**src/rtl/axi_pkg.sv**
```systemverilog
// Shared AXI constants: burst-type encodings, the 4 KB boundary, and the W-side state type.
package axi_pkg;

  localparam logic [1:0] BURST_FIXED = 2'd0;
  localparam logic [1:0] BURST_INCR  = 2'd1;
  localparam logic [1:0] BURST_WRAP  = 2'd2;

  localparam int unsigned BOUNDARY_4KB     = 4096;
  localparam int unsigned BOUNDARY_4KB_LSB = $clog2(BOUNDARY_4KB);

  typedef enum logic {
    W_IDLE = 1'b0,
    W_DATA = 1'b1
  } w_state_t;

endpackage

```
**src/rtl/sfifo.sv**
```systemverilog
// Synchronous FIFO with a combinational head read; depth is 2**AW entries of DW bits.
module sfifo #(
  parameter int AW = 2,
  parameter int DW = 8
) (
  input  logic          clk_i,
  input  logic          rst_ni,
  input  logic          push_i,
  input  logic [DW-1:0] wdata_i,
  input  logic          pop_i,
  output logic [DW-1:0] rdata_o,
  output logic          empty_o,
  output logic          full_o,
  output logic [AW:0]   count_o
);

  localparam int         DEPTH   = 1 << AW;
  localparam logic [AW:0] DEPTH_C = (AW+1)'(DEPTH);

  logic [DW-1:0] mem_q [DEPTH];
  logic [AW-1:0] wptr_q, rptr_q;
  logic [AW:0]   cnt_q;
  logic          push_ok_s, pop_ok_s;

  assign empty_o   = (cnt_q == '0);
  assign full_o    = (cnt_q == DEPTH_C);
  assign count_o   = cnt_q;
  assign rdata_o   = mem_q[rptr_q];
  assign push_ok_s = push_i && !full_o;
  assign pop_ok_s  = pop_i && !empty_o;

  always_ff @(posedge clk_i) begin
    if (push_ok_s) begin
      mem_q[wptr_q] <= wdata_i;
    end
  end

  always_ff @(posedge clk_i or negedge rst_ni) begin
    if (!rst_ni) begin
      wptr_q <= '0;
      rptr_q <= '0;
      cnt_q  <= '0;
    end else begin
      if (push_ok_s) wptr_q <= wptr_q + AW'(1);
      if (pop_ok_s)  rptr_q <= rptr_q + AW'(1);
      case ({push_ok_s, pop_ok_s})
        2'b10:   cnt_q <= cnt_q + (AW+1)'(1);
        2'b01:   cnt_q <= cnt_q - (AW+1)'(1);
        default: cnt_q <= cnt_q;
      endcase
    end
  end

endmodule

```
**src/rtl/ami_w.sv**
```systemverilog
// AXI4 write master: user burst commands to AW, length-tracked W stream, B pass-through.
// Optional 4 KB crossing rejection is enabled by defining AMI_W_4KB_CHECK_EN.
module ami_w
  import axi_pkg::*;
#(
  parameter int AXI_DW     = 128,
  parameter int AXI_AW     = 32,
  parameter int AXI_IW     = 8,
  parameter int AXI_LW     = 8,
  parameter int AXI_SW     = 3,
  parameter int AXI_BRESPW = 2,
  parameter int AMI_OD     = 4
) (
  input  logic                  ACLK,
  input  logic                  ARESETn,
  input  logic                  usr_cmd_valid,
  output logic                  usr_cmd_ready,
  input  logic [AXI_IW-1:0]     usr_cmd_id,
  input  logic [AXI_AW-1:0]     usr_cmd_addr,
  input  logic [AXI_LW-1:0]     usr_cmd_len,
  input  logic [AXI_SW-1:0]     usr_cmd_size,
  input  logic [1:0]            usr_cmd_burst,
  input  logic [AXI_DW-1:0]     usr_wdata,
  input  logic [AXI_DW/8-1:0]   usr_wstrb,
  input  logic                  usr_wvalid,
  output logic                  usr_wready,
  output logic [AXI_IW-1:0]     usr_bid,
  output logic [AXI_BRESPW-1:0] usr_bresp,
  output logic                  usr_bvalid,
  input  logic                  usr_bready,
  output logic                  usr_cmd_err,
  output logic                  usr_busy,
  output logic [AXI_IW-1:0]     AWID,
  output logic [AXI_AW-1:0]     AWADDR,
  output logic [AXI_LW-1:0]     AWLEN,
  output logic [AXI_SW-1:0]     AWSIZE,
  output logic [1:0]            AWBURST,
  output logic                  AWVALID,
  input  logic                  AWREADY,
  output logic [AXI_DW-1:0]     WDATA,
  output logic [AXI_DW/8-1:0]   WSTRB,
  output logic                  WLAST,
  output logic                  WVALID,
  input  logic                  WREADY,
  input  logic [AXI_IW-1:0]     BID,
  input  logic [AXI_BRESPW-1:0] BRESP,
  input  logic                  BVALID,
  output logic                  BREADY
);

  localparam int             LQ_AW = $clog2(AMI_OD);
  localparam int             OSW   = $clog2(AMI_OD + 1);
  localparam logic [OSW-1:0] OD_C  = OSW'(AMI_OD);

  logic [OSW-1:0]    os_cnt_q, os_cnt_d;
  logic [AXI_LW-1:0] beat_cnt_q;
  w_state_t          w_state_q;
  logic              err_q;
  logic [AXI_LW-1:0] lq_head_s;
  logic              lq_empty_s, lq_full_s;
  logic [LQ_AW:0]    lq_count_s;
  logic              cmd_accept_s, issue_s, cross_4kb_s;
  logic              aw_hs_s, w_hs_s, b_hs_s, os_dec_s;

`ifdef AMI_W_4KB_CHECK_EN
  if (AXI_AW > int'(BOUNDARY_4KB_LSB)) begin : g_4kb
    logic [AXI_AW-1:0] start_s, last_s;
    assign start_s     = usr_cmd_addr & ~((AXI_AW'(1) << usr_cmd_size) - AXI_AW'(1));
    assign last_s      = start_s + ((AXI_AW'(usr_cmd_len) + AXI_AW'(1)) << usr_cmd_size) - AXI_AW'(1);
    assign cross_4kb_s = ((usr_cmd_burst == BURST_INCR) || (usr_cmd_burst == BURST_WRAP)) &&
                         (last_s[AXI_AW-1:BOUNDARY_4KB_LSB] != usr_cmd_addr[AXI_AW-1:BOUNDARY_4KB_LSB]);
  end else begin : g_no4kb
    assign cross_4kb_s = 1'b0;
  end
`else
  assign cross_4kb_s = 1'b0;
`endif

  assign usr_cmd_ready = !AWVALID && (os_cnt_q < OD_C) && !lq_full_s;
  assign cmd_accept_s  = usr_cmd_valid && usr_cmd_ready;
  assign issue_s       = cmd_accept_s && !cross_4kb_s;
  assign aw_hs_s       = AWVALID && AWREADY;
  assign b_hs_s        = BVALID && usr_bready;
  assign os_dec_s      = b_hs_s && (os_cnt_q != '0);

  // W is held off until a burst length is known; AW ordering is irrelevant.
  assign WVALID     = usr_wvalid && !lq_empty_s;
  assign usr_wready = WREADY && !lq_empty_s;
  assign WDATA      = usr_wdata;
  assign WSTRB      = usr_wstrb;
  assign WLAST      = !lq_empty_s && (beat_cnt_q == lq_head_s);
  assign w_hs_s     = WVALID && WREADY;

  assign usr_bvalid  = BVALID;
  assign usr_bid     = BID;
  assign usr_bresp   = BRESP;
  assign BREADY      = usr_bready;
  assign usr_busy    = (os_cnt_q != '0);
  assign usr_cmd_err = err_q;

  sfifo #(.AW(LQ_AW), .DW(AXI_LW)) u_len_q (
    .clk_i   (ACLK),
    .rst_ni  (ARESETn),
    .push_i  (issue_s),
    .wdata_i (usr_cmd_len),
    .pop_i   (w_hs_s && WLAST),
    .rdata_o (lq_head_s),
    .empty_o (lq_empty_s),
    .full_o  (lq_full_s),
    .count_o (lq_count_s)
  );

  always_comb begin
    os_cnt_d = os_cnt_q;
    case ({issue_s, os_dec_s})
      2'b10:   os_cnt_d = os_cnt_q + OSW'(1);
      2'b01:   os_cnt_d = os_cnt_q - OSW'(1);
      default: os_cnt_d = os_cnt_q;
    endcase
  end

  always_ff @(posedge ACLK or negedge ARESETn) begin
    if (!ARESETn) begin
      AWVALID  <= 1'b0;
      AWID     <= '0;
      AWADDR   <= '0;
      AWLEN    <= '0;
      AWSIZE   <= '0;
      AWBURST  <= '0;
      err_q    <= 1'b0;
      os_cnt_q <= '0;
    end else begin
      if (issue_s) begin
        AWVALID <= 1'b1;
        AWID    <= usr_cmd_id;
        AWADDR  <= usr_cmd_addr;
        AWLEN   <= usr_cmd_len;
        AWSIZE  <= usr_cmd_size;
        AWBURST <= usr_cmd_burst;
      end else if (aw_hs_s) begin
        AWVALID <= 1'b0;
      end
      err_q    <= cmd_accept_s && cross_4kb_s;
      os_cnt_q <= os_cnt_d;
    end
  end

  // Beats can be taken the cycle after a push while the state still reads idle.
  always_ff @(posedge ACLK or negedge ARESETn) begin
    if (!ARESETn) begin
      w_state_q  <= W_IDLE;
      beat_cnt_q <= '0;
    end else begin
      if (w_hs_s) begin
        beat_cnt_q <= WLAST ? '0 : beat_cnt_q + AXI_LW'(1);
      end
      case (w_state_q)
        W_IDLE: begin
          if (!lq_empty_s) w_state_q <= W_DATA;
        end
        W_DATA: begin
          if (w_hs_s && WLAST && (lq_count_s == (LQ_AW+1)'(1)) && !issue_s) w_state_q <= W_IDLE;
        end
        default: w_state_q <= W_IDLE;
      endcase
    end
  end

endmodule
```
**config.mk**
```make
export PLATFORM = sky130hd
export DESIGN_NAME = ami_w
export DESIGN_NICKNAME = d
export VERILOG_FILES = /design/src/rtl/axi_pkg.sv /design/src/rtl/sfifo.sv /design/src/rtl/ami_w.sv
export SDC_FILE = /design/constraint.sdc
export NUM_CORES = 1
export LEC_CHECK = 0
export ABC_AREA = 1
export CAP_MARGIN = 5
export CELL_PAD_IN_SITES_DETAIL_PLACEMENT = 1
export CELL_PAD_IN_SITES_GLOBAL_PLACEMENT = 1
export CORE_AREA = 2 2 169 171
export DETAILED_ROUTE_END_ITERATION = 12
export DIE_AREA = 0 0 171 173
export HOLD_SLACK_MARGIN = 0.08
export PLACE_DENSITY = 0.77
export SYNTH_ARGS = -nofsm -noshare
export SYNTH_HDL_FRONTEND = slang
export SYNTH_SLANG_ARGS = --single-unit
```
**constraint.sdc**
```tcl
create_clock -name ACLK -period 7.5 [get_ports ACLK]
set_clock_uncertainty 0.05 [all_clocks]
set_input_delay 0.75 -clock ACLK [delete_from_list [all_inputs] [get_ports ACLK]]
set_output_delay 0.75 -clock ACLK [all_outputs]
set_load 0.02 [all_outputs]
```
After elaboration in Yosys (flattened, before gate mapping)
Memory sizes are Yosys's and may differ from the RTL's. Index checks and enable logic that the tools add are counted.

Flip-flop bits (word level): 72. Memory bits (writable): 32. Input port bits: 215. Output and inout bits: 216. Word-level logic and storage cells: 54. Memories: 1.

Add/sub/neg operators: 7. Magnitude comparators: 1. Equality and inequality tests: 6. Mux-type cells: 7. Reductions and logical operators: 21.

Memory list: u_len_q.mem_q (words 4, width 8, rd ports 1, clocked after Yosys merged registers in 0, wr ports 1, line sfifo.sv:20) `logic [DW-1:0] mem_q [DEPTH];`.

Operator list (count): logical AND 1 bit (13); case mux 3 bit (2 select lines) (2); adder 8 x 1 -> 8 bit, second input constant (1); equality test 8 bit (1); 2-to-1 mux 8 bit (1); adder 3 x 1 -> 3 bit, second input constant (2); nonzero test 2 bit (3); subtractor 3 x 1 -> 3 bit, second input constant (2); adder 2 x 1 -> 2 bit, second input constant (2); equality test 2 x 1 -> 1 bit, second input constant (2); equality test 2 bit, second input constant (2); 2-to-1 mux 1 bit (4); equality test 3 bit, second input constant (1); zero test 1 bit (3); zero test 3 bit (1); less-than comparator 3 bit, second input constant (1); nonzero test 3 bit (1).

Longest topological paths before layout
Gate-level depths: netlist of the first run.

Depth in word-level cells: 8. Mapped depth: 19. Mapped depth without buffers: 17.

Modules after synthesis
From an unflattened synthesis of the first run, not the netlist that was laid out.

Cell total of the unflattened synthesis: 662. Area total of the unflattened synthesis: 5820.6 µm².

By module, submodules not included: ami_w (times used 1, cells an instance 508, area an instance 4078.9 µm², sequential area each 1626.6 µm²); sfifo (times used 1, cells an instance 154, area an instance 1741.7 µm², sequential area each 1136.1 µm²).

Worst setup path before layout of the first run
Ideal clock, no wire load.

Path kind: input to register. From: input WREADY. To: register u_len_q.cnt_q[2] (netlist: u_len_q.count_o[2]). Arrival: 2576 ps. Slack: 4750 ps. Stages: 12. Buffers on the path: 0. Cells stage by stage: inv_1 -> nor2_1 -> nand2_1 -> inv_2 -> nand3_4 -> inv_4 -> ha_1 -> inv_1 -> fa_1 -> a21oi_1 -> o21ai_0 -> xnor2_1.

Word-level cells in the longest chain between the ends: 5. Elaborated cells on any way between the ends: 7. Those cells by class: eq/ne: 2; mux: 1; reduce/logical: 4.

RTL lines: start, declared (line ami_w.sv:44) `input logic WREADY,`; logical AND 1 bit * (line ami_w.sv:92) `assign w_hs_s = WVALID && WREADY;`; logical AND 1 bit *; logical AND 1 bit * (line sfifo.sv:30) `assign pop_ok_s = pop_i && !empty_o;`; net u_len_q.pop_ok_s (line sfifo.sv:23) `logic push_ok_s, pop_ok_s;`; equality test 2 x 1 -> 1 bit / equality test 2 bit (equally long branches) (line sfifo.sv:46) `case ({push_ok_s, pop_ok_s})`; case mux 3 bit (2 select lines) / nonzero test 2 bit (equally long branches); end signal, assigned (line sfifo.sv:47) `2'b10: cnt_q <= cnt_q + (AW+1)'(1);`; end signal, assigned (line sfifo.sv:48) `2'b01: cnt_q <= cnt_q - (AW+1)'(1);`; end signal, assigned (line sfifo.sv:49) `default: cnt_q <= cnt_q;`; end, declared (line sfifo.sv:22) `logic [AW:0] cnt_q;`.

The timed path passes the listed nets; every way through them passes the cells marked *. A chain may end at the register's enable or synchronous reset.

Worst setup path in the final report of the first run
From: register u_len_q.rptr_q[0]. To: output WLAST.

Word-level cells in the longest chain between the ends: 3.

RTL lines: start, declared (line sfifo.sv:21) `logic [AW-1:0] wptr_q, rptr_q;`; start signal, assigned (line sfifo.sv:45) `if (pop_ok_s) rptr_q <= rptr_q + AW'(1);`; memory (4 x 8 bit); equality test 8 bit (line ami_w.sv:91) `assign WLAST = !lq_empty_s && (beat_cnt_q == lq_head_s);`; logical AND 1 bit (line ami_w.sv:91); end, declared (line ami_w.sv:42) `output logic WLAST,`.

Every way passes these cells.

==> results.md, run 1 <==
- Outcome: finished clean
- Post-Synthesis Cells: roughly 640
- Sequential area share after synthesis: 48.2%
- Switching power: 0.000988 W
- Setup slack after placement: 4.11 ns
- Worst Setup SP: u_len_q.rptr_q[0]
- End point of the critical path: WLAST
- Shortest period the worst path allows: between 3 and 4 ns
- Clock tree from TritonCTS: built
- Number of buffers added on ports: about 120
- CP dominant cell by count: nand2_1
- Count of cell types in the netlist: 27
- Worst VDD drop: between 0.15 and 0.2 mV
- CTS Hold Bufs: 0
- Clock share of power: 19.3%
- Portion of total power attributed to sequential cells: a little under two fifths
- Total number of vias: ~3,800
- R2R Setup Slk: 4.29 ns
- Ratio of cells with drive above 1 in the final layout: under 10%
- Startpoint of the lowest-slack register-to-register path: u_len_q.rptr_q[0]
- Cell at the root of the clock tree: clkbuf_16
- Routed len/inst: ~16 um
- Final TNS setup: 0 ns
- Internal power contribution: ~0.0015 W
- Startpoint-to-endpoint class of the critical path: flop to output port
- Number of pins exceeding their max-slew limit in the final report: 0
- Sort of element at the end of the critical path: output port
- Max stage delay cell, worst path: dfrtp_1
- Path category of the worst min-delay check: flop to flop
- Largest buffer count on any clock path: 2
- Total Die Area: 29,600 sq um
- Final setup violation count: 0
- Startpoint type of the worst setup path: flop
- Power density of the placed cells: about 390 nW/um^2
- Max-capacitance violation count: 0
- First-pass GRT wire length: between 20,000 and 25,000 um
- Highest achievable clock rate: 0.268 GHz
- Netlist area before placement: about 5700 sq um
- Drt first-iter violations: ~170
- Area Overhead vs Synth: 12.8%
- Count of antenna-violating nets left after detailed routing: 0
- Initial core utilization: about 21%
- Number of gates resized after cts: 0
- Total DRC errors in the routed layout: 0
- Core region area: roughly 28,000 sq um
- GRT overflow: 0
- Width of the chip: 171 um
- RSZ-0062 raised after global routing: false
- Via density per instance: roughly 4
- Number of global-route vias before repair: between 4,000 and 5,000
- Clk_lat worst skew: between 0.3 and 0.4 ns
- Crit-path max cell delay: ~0.77 ns
- Total routed wirelength: ~16,000 um
- Depth of the worst register-to-register path: 16
- Pin count of the biggest net entering global routing: 73
- Transition at the pin with the smallest max-transition slack: 0.961 ns
- Die boundary height: approximately 170 um
- Ratio of final minimum period to clock period: 49.7%
- Ports placed on the boundary: roughly 430
- Row count: 61
- Final estimated routing congestion in global placement: 0.794
- Combinational power share: 43.3%
- Clock-pin slew on the worst setup and hold paths: ~0.07 ns
- Most used cells in the layout excluding fill and tap cells: nand2_1 (179), clkdlybuf4s50_1 (119), nand3_1 (77)
- Switching Share: between 30 and 40%
- PnR worst setup slack: roughly 3.8 ns
- Worst endpoint data arrival time: around 2.9 ns
- Count of warnings emitted by yosys: 0
- Req. time, crit path: 6.70 ns
- Leading cell type in the layout, fill and taps excluded: nand2_1
- First-pass iteration count of the detailed router: 4
- Final layout net count: 817
- Antenna diode count: 0
- Sink count of the clock tree: 104
- Post-CTS Setup Repair Bufs: 0
- Initial antenna violation count: 0
- Headroom to the max-slew limit: 35.9%
- Capture instance of the worst register-to-register path: u_len_q.count_o[2]
- Mean instance size in the synthesized netlist: ~9 sq um
- Number of register bits inferred by synthesis: between 100 and 150
- Filler cells: 3,267
- Static power due to leakage: around 2.8 nW
- Synthesized Nets: about 860
- Number of hold violations in the final report: 0
- CTS Buf Count: 9
- HPWL after DPL: 11,900 um
- Critical path cell sequence: inv_4 > nand2_1 > nand3_1 > nand3_1 > nand2_1 > nor2_1 > nand2_1 > nor2_4 > nand2_1 > inv_1 > clkdlybuf4s50_1
- H-tree levels: 3
- Aggregate global-route resource usage: 10.7%
- Largest fanout of any net on the critical path: 19
==> flip-flops by register name, summed over array words and instances (netlist names) <==
| register | cells |
|---|---|
| AWBURST | 2 |
| u_len_q.mem_q | 32 |
| AWID | 8 |
| AWVALID | 1 |
| AWADDR | 32 |
| u_len_q.rptr_q | 2 |
| beat_cnt_q | 8 |
| u_len_q.wptr_q | 2 |
| AWSIZE | 3 |
| os_cnt_q | 3 |
| AWLEN | 8 |
| u_len_q.count_o | 3 |
==> worst max-delay path, delay by kind of cell, from the launching register on <==
family | cells | cell delay, ns
simple gates | 8 | 0.89
flops | 1 | 0.77
buf+inv | 3 | 0.91
==> layer usage <==
layer | global-route usage (%) | routed length [um]
met2 | 16.8 | 7370
met5 | 0.836 | 0
met3 | 5.93 | 2000
met4 | 6.00 | 782
met1 | 11.2 | 5730
==> power by group through the flow <==
| stage | Sequential (W) | Clock (W) | Combinational (W) |
|---|---|---|---|
| 2_1_floorplan | 0.00107 | 0 | 0.000589 |
| 6_report | 0.000932 | 0.000483 | 0.00108 |
| 4_1_cts | 0.000935 | 0.000500 | 0.00111 |
| 3_5_place_dp | 0.000938 | 0 | 0.00110 |
| 5_1_grt | 0.000960 | 0.000521 | 0.00120 |
| 3_3_place_gp | 0.000937 | 0 | 0.00107 |
==> cell usage after synthesis, drive strengths merged <==
library cell  instances  share of area, %
nand4                 2              0.22
dfrtp                72                31
fa                    2              0.70
a21oi                 4              0.35
edfxtp               32                17
xor2                  8               1.2
nand3                82               7.7
a311oi                1              0.15
buf                 167                22
xnor2                 4              0.61
conb                  1             0.065
o21ai                 5              0.44
inv                  32               2.2
nand2               181                12
clkbuf               12              0.79
nor2                 22               1.9
ha                    7               1.5
nor3                  3              0.26
==> cell families (layout without fill, tap and decap cells) <==
family          Yosys count  in the layout  synth area share [%]
simple gates            290            290                  22.0
flops                   104            104                  48.2
buf+inv                 211            172                  24.7
xor+xnor                 12             12                  1.84
other cells               1              1                0.0655
fa+ha+maj                 9              9                  2.23
compound gates           10             10                 0.939
==> layout make-up <==
class	instances	area (sq um)	area share [%]
flip-flops and latches	104	2760	42.8
multi-input cells	322	1570	24.3
repair buffers	124	1230	19.0
well taps	378	473	7.32
clock buffers	10	239	3.70
inverters	32	125	1.94
clock inverters	6	65.1	1.01
==> metrics by stage <==
stage | power (W) | util, % | instances | hold WS (ns) | area [sq um]
6_report | 0.00250 | 23.4 | 976 | 0.423 | 6460
5_1_grt | 0.00269 | 23.4 | 976 | 0.448 | 6460
4_1_cts | 0.00254 | 23.4 | 976 | 0.428 | 6460
3_5_place_dp | 0.00204 | 22.3 | 960 | 0.410 | 6160
3_3_place_gp | 0.00201 | 22.3 | 960 | 0.403 | 6160
2_1_floorplan | 0.00166 | - | 637 | 0.404 | 5730
==> worst min path at each step <==
stage | to | from | slack [ns] | cells after the start
5_1_grt | AWADDR[21] | AWADDR[21] | 0.45 | 2
2_1_floorplan | AWADDR[0] | ARESETn | 0.40 | 0
6_report | AWID[7] | AWID[7] | 0.42 | 2
3_5_place_dp | AWADDR[2] | AWADDR[2] | 0.41 | 2
4_1_cts | AWADDR[2] | AWADDR[2] | 0.43 | 2
3_3_place_gp | AWSIZE[1] | AWSIZE[1] | 0.40 | 2
Power figures use the tool's default switching activity.
==> inputs of run 2 (changes only) <==
--- a/config.mk
+++ b/config.mk
@@ -9,11 +9,10 @@
 export CAP_MARGIN = 5
 export CELL_PAD_IN_SITES_DETAIL_PLACEMENT = 1
 export CELL_PAD_IN_SITES_GLOBAL_PLACEMENT = 1
-export CORE_AREA = 2 2 169 171
+export CORE_UTILIZATION = 21
 export DETAILED_ROUTE_END_ITERATION = 12
-export DIE_AREA = 0 0 171 173
 export HOLD_SLACK_MARGIN = 0.08
-export PLACE_DENSITY = 0.77
+export PLACE_DENSITY = 0.81
 export SYNTH_ARGS = -nofsm -noshare
 export SYNTH_HDL_FRONTEND = slang
 export SYNTH_SLANG_ARGS = --single-unit
==> constraint.sdc (replaced) <==
create_clock -name ACLK -period 3.1 [get_ports ACLK]
set_clock_uncertainty 0.05 [all_clocks]
set_input_delay 0.31 -clock ACLK [delete_from_list [all_inputs] [get_ports ACLK]]
set_output_delay 0.31 -clock ACLK [all_outputs]
set_load 0.02 [all_outputs]
==> run 2 against run 1 <==
Sequential share of layout area fell by 0.32 points. Clock power rose to 2.6 times the previous value. Non-clock buffer count rose by 9. Sequential cell count did not move. Routed wire length fell by 2.7%. Sequential power rose by 140%. Combinational power rose by 150%.
==> results.md, run 2 (synthesis gave the netlist of run 1 again) <==
- Total power draw: between 0.006 and 0.007 W
- Worst endpoint data arrival time: between 2 and 3 ns
- Filler cells: about 3,100
- Antenna diode count: 0
- Final TNS setup: 0 ns
- Sink count of the clock tree: approximately 100
- Die boundary height: approximately 170 um
- Leading cell type in the layout, fill and taps excluded: nand2_1
- Sort of element at the end of the critical path: output port
- Highest achievable clock rate: 0.347 GHz
- Max-capacitance violation count: 0
- Capture instance of the worst register-to-register path: u_len_q.count_o[2]
- Headroom to the max-slew limit: 36.7%
- Ratio of final minimum period to clock period: 92.9%
- Aggregate global-route resource usage: roughly 11%
- Total DRC errors in the routed layout: 0
- Drt first-iter violations: approximately 130
- Final estimated routing congestion in global placement: 0.783
- Final setup violation count: 0
- First-pass GRT wire length: approximately 24,000 um
- Ports placed on the boundary: around 430
- H-tree levels: 3
- Initial antenna violation count: 0
- Row count: 60
- Number of pins exceeding their max-slew limit in the final report: 0
- Clock-pin slew on the worst setup and hold paths: ~0.070 ns
- Count of antenna-violating nets left after detailed routing: 0
- HPWL after DPL: around 12,000 um
- Largest buffer count on any clock path: 2
- Path category of the worst min-delay check: input port to asynchronous set/reset pin
- Startpoint-to-endpoint class of the critical path: flop to output port
- Depth of the worst register-to-register path: 17
- Most used cells in the layout excluding fill and tap cells: nand2_1 (179), clkdlybuf4s50_1 (119), nand3_1 (77)
- Routed len/inst: 16.3 um
- Req. time, crit path: between 2 and 3 ns
- Pin count of the biggest net entering global routing: 73
- Worst VDD drop: 0.456 mV
- Startpoint of the lowest-slack register-to-register path: u_len_q.rptr_q[0]
- R2R Setup Slk: ~0.32 ns
- GRT overflow: 0
- Cell at the root of the clock tree: clkbuf_16
- RSZ-0062 raised after global routing: false
- Static power due to leakage: 2.89 nW
- Total cell area at the placement stage: 6160 sq um
- Power density of the placed cells: 944 nW/um^2
- Width of the chip: 167 um
- Clk_lat worst skew: about 0.34 ns
- Final instance area: between 6000 and 7000 sq um
- Number of global-route vias before repair: between 4,000 and 5,000
- Outcome: finished clean
- Core region area: between 20,000 and 30,000 sq um
- Number of hold violations in the final report: 0
- Initial core utilization: about a fifth
- Total number of vias: slightly below 4,000
- Area Overhead vs Synth: 13.7%
- First-pass iteration count of the detailed router: 6
- Number of buffers added on ports: between 100 and 150
- Startpoint type of the worst setup path: flop
- Transition at the pin with the smallest max-transition slack: about 0.95 ns
- Largest registers: AWADDR x32, u_len_q.mem_q x32
- Shortest period the worst path allows: 2.88 ns
- CTS Buf Count: 9
- Largest fanout of any net on the critical path: 8
- Final layout net count: around 830
- Total Die Area: between 20,000 and 30,000 sq um
- Total routed wirelength: roughly 15,000 um
- Ratio of cells with drive above 1 in the final layout: 8.73%
- Clock tree from TritonCTS: built
- Via density per instance: about 4.1
## run 2: worst max-delay path by stage
stage	end	cells after the start	from	slack, ns
4_1_cts	WLAST	12	u_len_q.rptr_q[0]	0.09
2_1_floorplan	u_len_q.count_o[2]	19	u_len_q.rptr_q[0]	0.59
6_report	WLAST	12	u_len_q.rptr_q[0]	0.22
3_5_place_dp	u_len_q.count_o[2]	17	u_len_q.rptr_q[0]	0.12
3_3_place_gp	u_len_q.count_o[2]	17	u_len_q.rptr_q[0]	0.30
5_1_grt	WLAST	12	u_len_q.rptr_q[0]	0.02
## run 2: timing repair
| item | in CTS | in global routing |
|---|---|---|
| hold buffers | 0 | 0 |
| setup endpoints to repair | 1 | 1 |
| resized for setup | 1 | 1 |
| buffers inserted | 0 | 2 |
## run 2: cell type report
type                    count  area (sq um)  area share (%)
inverters                  32           128            1.96
flip-flops and latches    104          2760            42.4
clock buffers               9           225            3.46
repair buffers            133          1290            19.9
multi-input cells         322          1570            24.1
well taps                 341           427            6.55
clock inverters             7           105            1.61
## run 2: per-layer routing
layer  track usage [%]  part of all wire, %  vias up
met5              1.22                 0.31        -
met4              6.26                  3.1        2
met3              5.37                   12       47
li1                  -                    -     1777
met2              18.1                   49      228
met1              11.4                   35     1850
## run 2: worst max-delay path: stages (launching register included)
cell and delay (ns):
dfrtp_2 0.48, buf_4 0.20, nand2_1 0.06, nand3_1 0.10, nand2_1 0.06, nand2_1 0.05, nand2_1 0.05, nor2_1 0.08
nand2_1 0.09, nor2_4 0.17, nand2_1 0.12, inv_1 0.10, clkdlybuf4s50_1 0.61
## run 2: report_power, final
group	internal (W)	switching (W)
Combinational	0.00113	0.00154
Clock	0.000718	0.000527
Sequential	0.00191	0.000323
Total	0.00376	0.00239
## run 2: through the flow
| step | hold slack (ns) | instances | worst slack [ns] | util (%) |
|---|---|---|---|---|
| after global placement | 0.404 | 930 | 0.305 | 22.9 |
| after detailed placement | 0.409 | 930 | 0.116 | 22.9 |
| final | 0.0625 | 948 | 0.220 | 24.2 |
| after global routing | 0.156 | 948 | 0.0247 | 24.2 |
| after CTS | 0.103 | 946 | 0.0945 | 24.2 |
| after floorplan | -0.0356 | 637 | 0.592 | - |
